`src/rtl/shift_add_mult32_pkg.sv`:
```
// Shared widths and FSM encoding for the 32x32 shift-and-add multiplier.
package shift_add_mult32_pkg;

    localparam int OP_W   = 32;
    localparam int PROD_W = 64;
    localparam int CNT_W  = 6;

    // One RUN edge per multiplier bit; the last RUN edge is seen with cnt at OP_W-1.
    localparam logic [CNT_W-1:0] CNT_LAST = CNT_W'(OP_W - 1);

    typedef enum logic [1:0] {
        IDLE = 2'd0,
        RUN  = 2'd1,
        DONE = 2'd2
    } state_t;

endpackage

```
`src/rtl/shift_add_mult32_adder.sv`:
```
// 64-bit ripple-carry adder built from a chain of one-bit full adders.
module FullAdder64
    import shift_add_mult32_pkg::*;
(
    input  logic [PROD_W-1:0] a,
    input  logic [PROD_W-1:0] b,
    output logic [PROD_W-1:0] sum
);

    logic [PROD_W-1:0] carry;

    assign carry[0] = 1'b0;

    generate
        for (genvar gi = 0; gi < PROD_W; gi++) begin : g_bit
            assign sum[gi] = a[gi] ^ b[gi] ^ carry[gi];
            // The carry out of the top bit is dropped: the sum is modulo 2^64.
            if (gi < PROD_W - 1) begin : g_carry
                assign carry[gi+1] = (a[gi] & b[gi]) | (carry[gi] & (a[gi] ^ b[gi]));
            end
        end
    endgenerate

endmodule

```
`src/rtl/shift_add_mult32.sv`:
```
// Sequential 32x32 unsigned multiplier: one multiplier bit per cycle, fixed
// 32-cycle RUN phase, registered product and handshake outputs.
module shift_add_mult32
    import shift_add_mult32_pkg::*;
(
    input  logic              clk,
    input  logic              rst,
    input  logic              start,
    input  logic [OP_W-1:0]   a,
    input  logic [OP_W-1:0]   b,
    output logic              ready,
    output logic              busy,
    output logic              done,
    output logic [PROD_W-1:0] product
);

    state_t            state_r;
    logic [PROD_W-1:0] acc_r;
    logic [PROD_W-1:0] mcand_r;
    logic [OP_W-1:0]   mplier_r;
    logic [CNT_W-1:0]  cnt;
    logic [PROD_W-1:0] product_r;
    logic              ready_r;
    logic              busy_r;
    logic              done_r;

    logic [PROD_W-1:0] sum;
    logic [PROD_W-1:0] acc_next;

    FullAdder64 u_add (
        .a   (acc_r),
        .b   (mcand_r),
        .sum (sum)
    );

    assign acc_next = mplier_r[0] ? sum : acc_r;

    always_ff @(posedge clk) begin
        if (rst) begin
            state_r   <= IDLE;
            acc_r     <= '0;
            mcand_r   <= '0;
            mplier_r  <= '0;
            cnt       <= '0;
            product_r <= '0;
            ready_r   <= 1'b1;
            busy_r    <= 1'b0;
            done_r    <= 1'b0;
        end else begin
            case (state_r)
                IDLE: begin
                    if (start) begin
                        mcand_r  <= {{(PROD_W-OP_W){1'b0}}, a};
                        mplier_r <= b;
                        acc_r    <= '0;
                        cnt      <= '0;
                        state_r  <= RUN;
                        ready_r  <= 1'b0;
                        busy_r   <= 1'b1;
                    end
                end
                RUN: begin
                    acc_r    <= acc_next;
                    mcand_r  <= mcand_r << 1;
                    mplier_r <= mplier_r >> 1;
                    cnt      <= cnt + 1'b1;
                    // No early exit on a zero multiplier keeps latency constant.
                    if (cnt == CNT_LAST) begin
                        product_r <= acc_next;
                        state_r   <= DONE;
                        busy_r    <= 1'b0;
                        done_r    <= 1'b1;
                    end
                end
                DONE: begin
                    state_r <= IDLE;
                    done_r  <= 1'b0;
                    ready_r <= 1'b1;
                end
                default: begin
                    state_r <= IDLE;
                    ready_r <= 1'b1;
                    busy_r  <= 1'b0;
                    done_r  <= 1'b0;
                end
            endcase
        end
    end

    assign ready   = ready_r;
    assign busy    = busy_r;
    assign done    = done_r;
    assign product = product_r;

endmodule

```
`config.mk`:
```
export PLATFORM = sky130hd
export DESIGN_NAME = shift_add_mult32
export DESIGN_NICKNAME = d
export VERILOG_FILES = /design/src/rtl/shift_add_mult32_pkg.sv /design/src/rtl/shift_add_mult32_adder.sv /design/src/rtl/shift_add_mult32.sv
export SDC_FILE = /design/constraint.sdc
export NUM_CORES = 1
export LEC_CHECK = 0
export CORE_ASPECT_RATIO = 2
export CORE_UTILIZATION = 55
export DETAILED_ROUTE_END_ITERATION = 6
export GPL_TIMING_DRIVEN = 0
export PLACE_DENSITY = 0.79
export SETUP_SLACK_MARGIN = 0.05
export SYNTH_ARGS = -nofsm -noshare
export SYNTH_HDL_FRONTEND = slang
export SYNTH_HIERARCHICAL = 1
export SYNTH_SLANG_ARGS = --single-unit
export TNS_END_PERCENT = 100
```
`constraint.sdc`:
```
create_clock -name clk -period 30.6 [get_ports clk]
set_clock_uncertainty 0.05 [all_clocks]
set_input_delay 9.18 -clock clk [delete_from_list [all_inputs] [get_ports clk]]
set_output_delay 9.18 -clock clk [all_outputs]
set_load 0.02 [all_outputs]
```
== Word-level counts from Yosys, hierarchy flattened ==
Cells that the tools add are included.

* Bits of input ports: 67
* Logic and storage cells: 359
* Output and inout port bits: 67
* Register bits: 235

* Add/sub/neg operators: 1
* Reductions and logical operators: 8
* Bitwise gates (word level): 317
* Eq/ne operators: 5
* Multiplexer cells: 19

{| class="wikitable"
|+ Operator list
! operator !! number
|-
| $pmux 64 s2 || 2
|-
| $mux 64 || 3
|-
| $xor 1x1->1 || 127
|-
| $and 1x1->1 || 125
|-
| $pmux 32 s2 || 1
|-
| $or 1x1->1 || 62
|-
| $mux 32 || 1
|-
| $pmux 6 s2 || 1
|-
| $reduce_and 2->1 || 5
|-
| $add 6x1->6 const B || 1
|-
| $eq 6x5->1 const B || 1
|-
| $mux 6 || 1
|-
| $mux 1 || 4
|-
| $mux 2 || 2
|-
| $ne 2x2->1 const B || 2
|-
| $pmux 1 s2 || 2
|-
| $pmux 2 s2 || 1
|-
| $not 1->1 || 3
|-
| $pmux 1 s3 || 1
|-
| $reduce_and 3->1 || 1
|-
| $eq 2x1->1 const B || 1
|-
| $eq 2x2->1 const B || 1
|-
| $logic_not 2->1 || 1
|-
| $reduce_bool 2->1 || 1
|}

== Logic depth before layout (Yosys ltp) ==
* Word-level depth: 128
* Mapped depth: 69
* Depth with buffers taken out: 69

== Cells and area by module ==
Netlist, hierarchy kept.

{| class="wikitable"
|+ Modules (own cells, without submodules)
! module !! area an instance (µm²) !! times used !! cells an instance !! seq. area each (µm²)
|-
| shift_add_mult32 || 10043.4 || 1 || 1040 || 4704.5
|-
| FullAdder64 || 1296.2 || 1 || 69 || 0.0
|}

== Worst setup path after synthesis ==
Ideal clock, no wire load.

* Path kind: register to register
* Start: reg acc_r[0]
* End: reg acc_r[63]
* Clock period less this slack: 24.818 ns
* Data arrival time: 24.640 ns
* Cell stages (with the launch flop): 70
* Path buffers: 0
* Slack: 5.782 ns
* Path through: dfxtp_1 -> ha_1 -> fa_1 -> fa_1 -> fa_1 -> fa_1 -> fa_1 -> fa_1 -> fa_1 -> fa_1 -> fa_1 -> fa_1 -> fa_1 -> fa_1 -> fa_1 -> fa_1 -> fa_1 -> inv_1 -> (+34 left out) -> fa_1 -> fa_1 -> fa_1 -> fa_1 -> fa_1 -> fa_1 -> fa_1 -> fa_1 -> fa_1 -> fa_1 -> fa_1 -> fa_1 -> fa_1 -> fa_1 -> xor3_1 -> mux2_2 -> a22oi_1 -> nor2_1

* Longest elaborated chain between the ends: 128

{| class="wikitable"
|+ Ends and longest elaborated chain
! what !! RTL line !! text
|-
| from (decl) || shift_add_mult32.sv:18 || <nowiki>logic [PROD_W-1:0] acc_r;</nowiki>
|-
| from (signal assigned) || shift_add_mult32.sv:63 || <nowiki>acc_r <= acc_next;</nowiki>
|-
| $and 1x1->1 (2 in series) || shift_add_mult32_adder.sv:19 || <nowiki>assign carry[gi+1] = (a[gi] & b[gi]) | (carry[gi] & (a[gi] ^ b[gi]));</nowiki>
|-
| $or 1x1->1 || shift_add_mult32_adder.sv:19 ||
|-
| $and 1x1->1 || shift_add_mult32_adder.sv:19 ||
|-
| $or 1x1->1 || shift_add_mult32_adder.sv:19 ||
|-
| $and 1x1->1 || shift_add_mult32_adder.sv:19 ||
|-
| $or 1x1->1 || shift_add_mult32_adder.sv:19 ||
|-
| $and 1x1->1 || shift_add_mult32_adder.sv:19 ||
|-
| $or 1x1->1 || shift_add_mult32_adder.sv:19 ||
|-
| (+112 left out) || - ||
|-
| $and 1x1->1 || shift_add_mult32_adder.sv:19 ||
|-
| $or 1x1->1 || shift_add_mult32_adder.sv:19 ||
|-
| $and 1x1->1 || shift_add_mult32_adder.sv:19 ||
|-
| $or 1x1->1 || shift_add_mult32_adder.sv:19 ||
|-
| $xor 1x1->1 || shift_add_mult32_adder.sv:16 || <nowiki>assign sum[gi] = a[gi] ^ b[gi] ^ carry[gi];</nowiki>
|-
| via sum[63] || shift_add_mult32.sv:27 || <nowiki>logic [PROD_W-1:0] sum;</nowiki>
|-
| $mux 64 || shift_add_mult32.sv:36 || <nowiki>assign acc_next = mplier_r[0] ? sum : acc_r;</nowiki>
|-
| $pmux 64 s2 || shift_add_mult32.sv:50 || <nowiki>case (state_r)</nowiki>
|}

The timed path passes the listed nets, and every way through them passes these cells.
A chain may end at the register's enable or synchronous reset.

== Final worst setup path ==
* Start: reg mcand_r[0]
* End: reg acc_r[63]

* Longest elaborated chain between the ends: 128

{| class="wikitable"
|+ Ends and longest elaborated chain
! what !! RTL line !! text
|-
| from (decl) || shift_add_mult32.sv:19 || <nowiki>logic [PROD_W-1:0] mcand_r;</nowiki>
|-
| from (signal assigned) || shift_add_mult32.sv:53 || <nowiki>mcand_r <= {{(PROD_W-OP_W){1'b0}}, a};</nowiki>
|-
| from (signal assigned) || shift_add_mult32.sv:64 || <nowiki>mcand_r <= mcand_r << 1;</nowiki>
|-
| $and 1x1->1 (2 in series) || shift_add_mult32_adder.sv:19 ||
|-
| $or 1x1->1 || shift_add_mult32_adder.sv:19 ||
|-
| $and 1x1->1 || shift_add_mult32_adder.sv:19 ||
|-
| $or 1x1->1 || shift_add_mult32_adder.sv:19 ||
|-
| $and 1x1->1 || shift_add_mult32_adder.sv:19 ||
|-
| $or 1x1->1 || shift_add_mult32_adder.sv:19 ||
|-
| $and 1x1->1 || shift_add_mult32_adder.sv:19 ||
|-
| $or 1x1->1 || shift_add_mult32_adder.sv:19 ||
|-
| (+112 left out) || - ||
|-
| $and 1x1->1 || shift_add_mult32_adder.sv:19 ||
|-
| $or 1x1->1 || shift_add_mult32_adder.sv:19 ||
|-
| $and 1x1->1 || shift_add_mult32_adder.sv:19 ||
|-
| $or 1x1->1 || shift_add_mult32_adder.sv:19 ||
|-
| $xor 1x1->1 || shift_add_mult32_adder.sv:16 ||
|-
| via sum[63] || shift_add_mult32.sv:27 ||
|-
| $mux 64 || shift_add_mult32.sv:36 ||
|-
| $pmux 64 s2 || shift_add_mult32.sv:50 ||
|}

The timed path passes the listed nets, and every way through them passes these cells.

==> reports/metrics.yaml <==
status: "completed"
place_congestion: 0.880
synth_area_um2: 11300
async_flop_share_pct: 0
drive_above_1_share_pct: 17.4
dp.cells: 1508
worstPathRequired_ps: 30910
max-cap-violations: 0
crit_arrival_ps: 27020
grt_pass1_wl_um: 49600
grt_max_degree: 16
cp_max_fo: 4
ctsLongestPathBuffers: 3
numPortBuffers: 133
grt_pass1_vias: 9751
hold_class: "reg -> reg"
holdWs_ps: 400
worst_path_largest_cell_delay_ps: 440
worstMarginPinSlew_ps: 797
synth_edf_count: 0
nNetsFinal: 1396
clock.fmax_mhz: 37.4
criticalPathCategory: "reg -> reg"
synth-seq-area-share_pct: 41.5
cpMaxStageDelayCell: "fa_1"
cts-root-buf: "clkbuf_16"
cts_hold_buf: 0
slew_headroom_pct: 46.8
slew_violations: 0
dpl.hpwl_um: 22500
final_core_util_pct: 67.5
cts_tree: "done"
initial_core_util_pct: 55.9
instances_no_fill: 1547
synth_top_area_share_pct: 41.5
fill_cells: 1570
core-area_um2: 20300
synth_top_area_cell: "dfxtp_1"
setup_ws_ps: 3890
synth.avg_cell_area_um2: 10.2
drc: 0
fin_tns_setup_ps: 0
final_common_cell: "dfxtp_1"
power.leakage_uw: 0.00525
setup_violations: 0
syn_to_final_growth_pct: 20.7
grtUsageTotal_pct: 29.4
post_cts_resized: 0
ir_drop_mv: 0.0461
period_needed_ps: 26710
viasPerCell: 6.06
wl_um: 30700
multi_input_area_um2: 5900
io_pins: 134
rows: 74
seq_area_um2: 4700
postSynthCellCount: 1109
cts_setup_buffers: 0
cts_buffers: 21
cts_sinks: 235
die_w_um: 104
die_area_um2: 21200
crit_path_start_kind: "flop"
synth.area.top_cells: "dfxtp_1, fa_1, o221a_2"
hold_viol: 0
dp_worst_setup_slack_ps: 4300
drt-initial-drc-count: 537
cts_htree_levels: 1
p_per_area_nw_per_um2: 48.5
yosys_warnings: 6
cp-end-kind: "flop"
wl_per_cell_um: 19.9
synth_nets: 1240
synth_cell_types: 39
rsz0062_at_grt: "no"
grt.overflow.total: 0
path_clk_slew_ps: 70
die_y_um: 205
period_share_pct: 87.3
synth-main-ff-cell: "dfxtp_1"
cp_common_cell: "fa_1"
antenna_found_initial: 2
first_pass_iters: 5
ant_nets: 0
num_vias: 9378
synth_seq_cells: 235
clk_latency_ps: 500
layout_common_cells: "dfxtp_1, nor2_1, clkdlybuf4s50_1"
## registers in the layout (all words and copies together), names as in the netlist
signal	cells
acc_r	64
busy	1
cnt	6
done	1
mcand_r	64
mplier_r	32
product	64
ready	1
state_r	2
## where the power goes
part,total (uW),internal (uW),switching (uW)
Sequential,323,315,8.36
Clock,266,149,117
Combinational,74.0,35.4,38.5
## path summary, 6_finish.rpt
kind	depth (start not counted)	start	slack [ps]	endpoint
worst max register to register	69	mcand_r[0]	3890	acc_r[63]
worst min register to register	2	product[17]	400	product[17]
worst max-delay path	69	mcand_r[0]	3890	acc_r[63]
worst min-delay path	2	product[17]	400	product[17]
## worst max-delay path, delay by kind of cell, from the launching register on
| kind | cells | cell delay [ps] |
|---|---|---|
| mux | 1 | 290 |
| flops | 1 | 360 |
| xor+xnor | 1 | 370 |
| simple gates | 1 | 50 |
| compound gates | 1 | 140 |
| buf+inv | 2 | 140 |
| fa+ha+maj | 63 | 25130 |
## Yosys cell counts (all sizes together), types with 30 or more instances
library cell,n
nand4,37
a211oi,31
nand2,37
o32a,30
mux2i,30
inv,40
dfxtp,235
buf,69
mux2,36
a22oi,68
nor2,166
a2bb2oi,62
o21ai,37
fa,62
a21oi,36
o221a,62
clkbuf,51
## metal layers
layer  part of all wire [%]  wire length, um  vias to the layer above  GRT usage (%)
met4                    6.0             1860                        0           17.9
met3                    4.1             1260                      103           3.05
li1                       -                -                     4366              -
met1                     35            10900                     4587           30.0
met5                      0                0                        -              0
met2                     54            16700                      322           56.8
## logic make-up (layout without fill, tap and decap cells)
kind of cell,after synthesis,count (layout),synth area share [%]
AOI/OAI and AO/OA,333,333,25.1
and+or+nand+nor,249,249,9.35
DFF,235,235,41.5
buffers and inverters,161,331,6.48
muxes,66,66,6.22
adders and majority gates,64,64,11.2
xor gates and xnor gates,1,1,0.210
other,0,2,0
## area by class of cell
type                            instances  area share (%)
Clock buffer                           31            4.55
Multi-Input combinational cell        713            43.1
Antenna cell                            2          0.0366
Clock inverter                          6           0.402
Buffer                                120            4.24
Sequential cell                       235            34.4
Timing Repair Buffer                  133            9.73
Inverter                               41            1.12
Tap cell                              266            2.43
## metrics by stage
| step | area (um2) | power [uW] |
|---|---|---|
| 6_report | 13700 | 663 |
| 2_1_floorplan | 11300 | 376 |
| 5_1_grt | 13700 | 685 |
| 3_3_place_gp | 13000 | 401 |
| 3_5_place_dp | 13000 | 403 |
| 4_1_cts | 13700 | 665 |
Note: power is estimated with default switching activity, not from simulation.
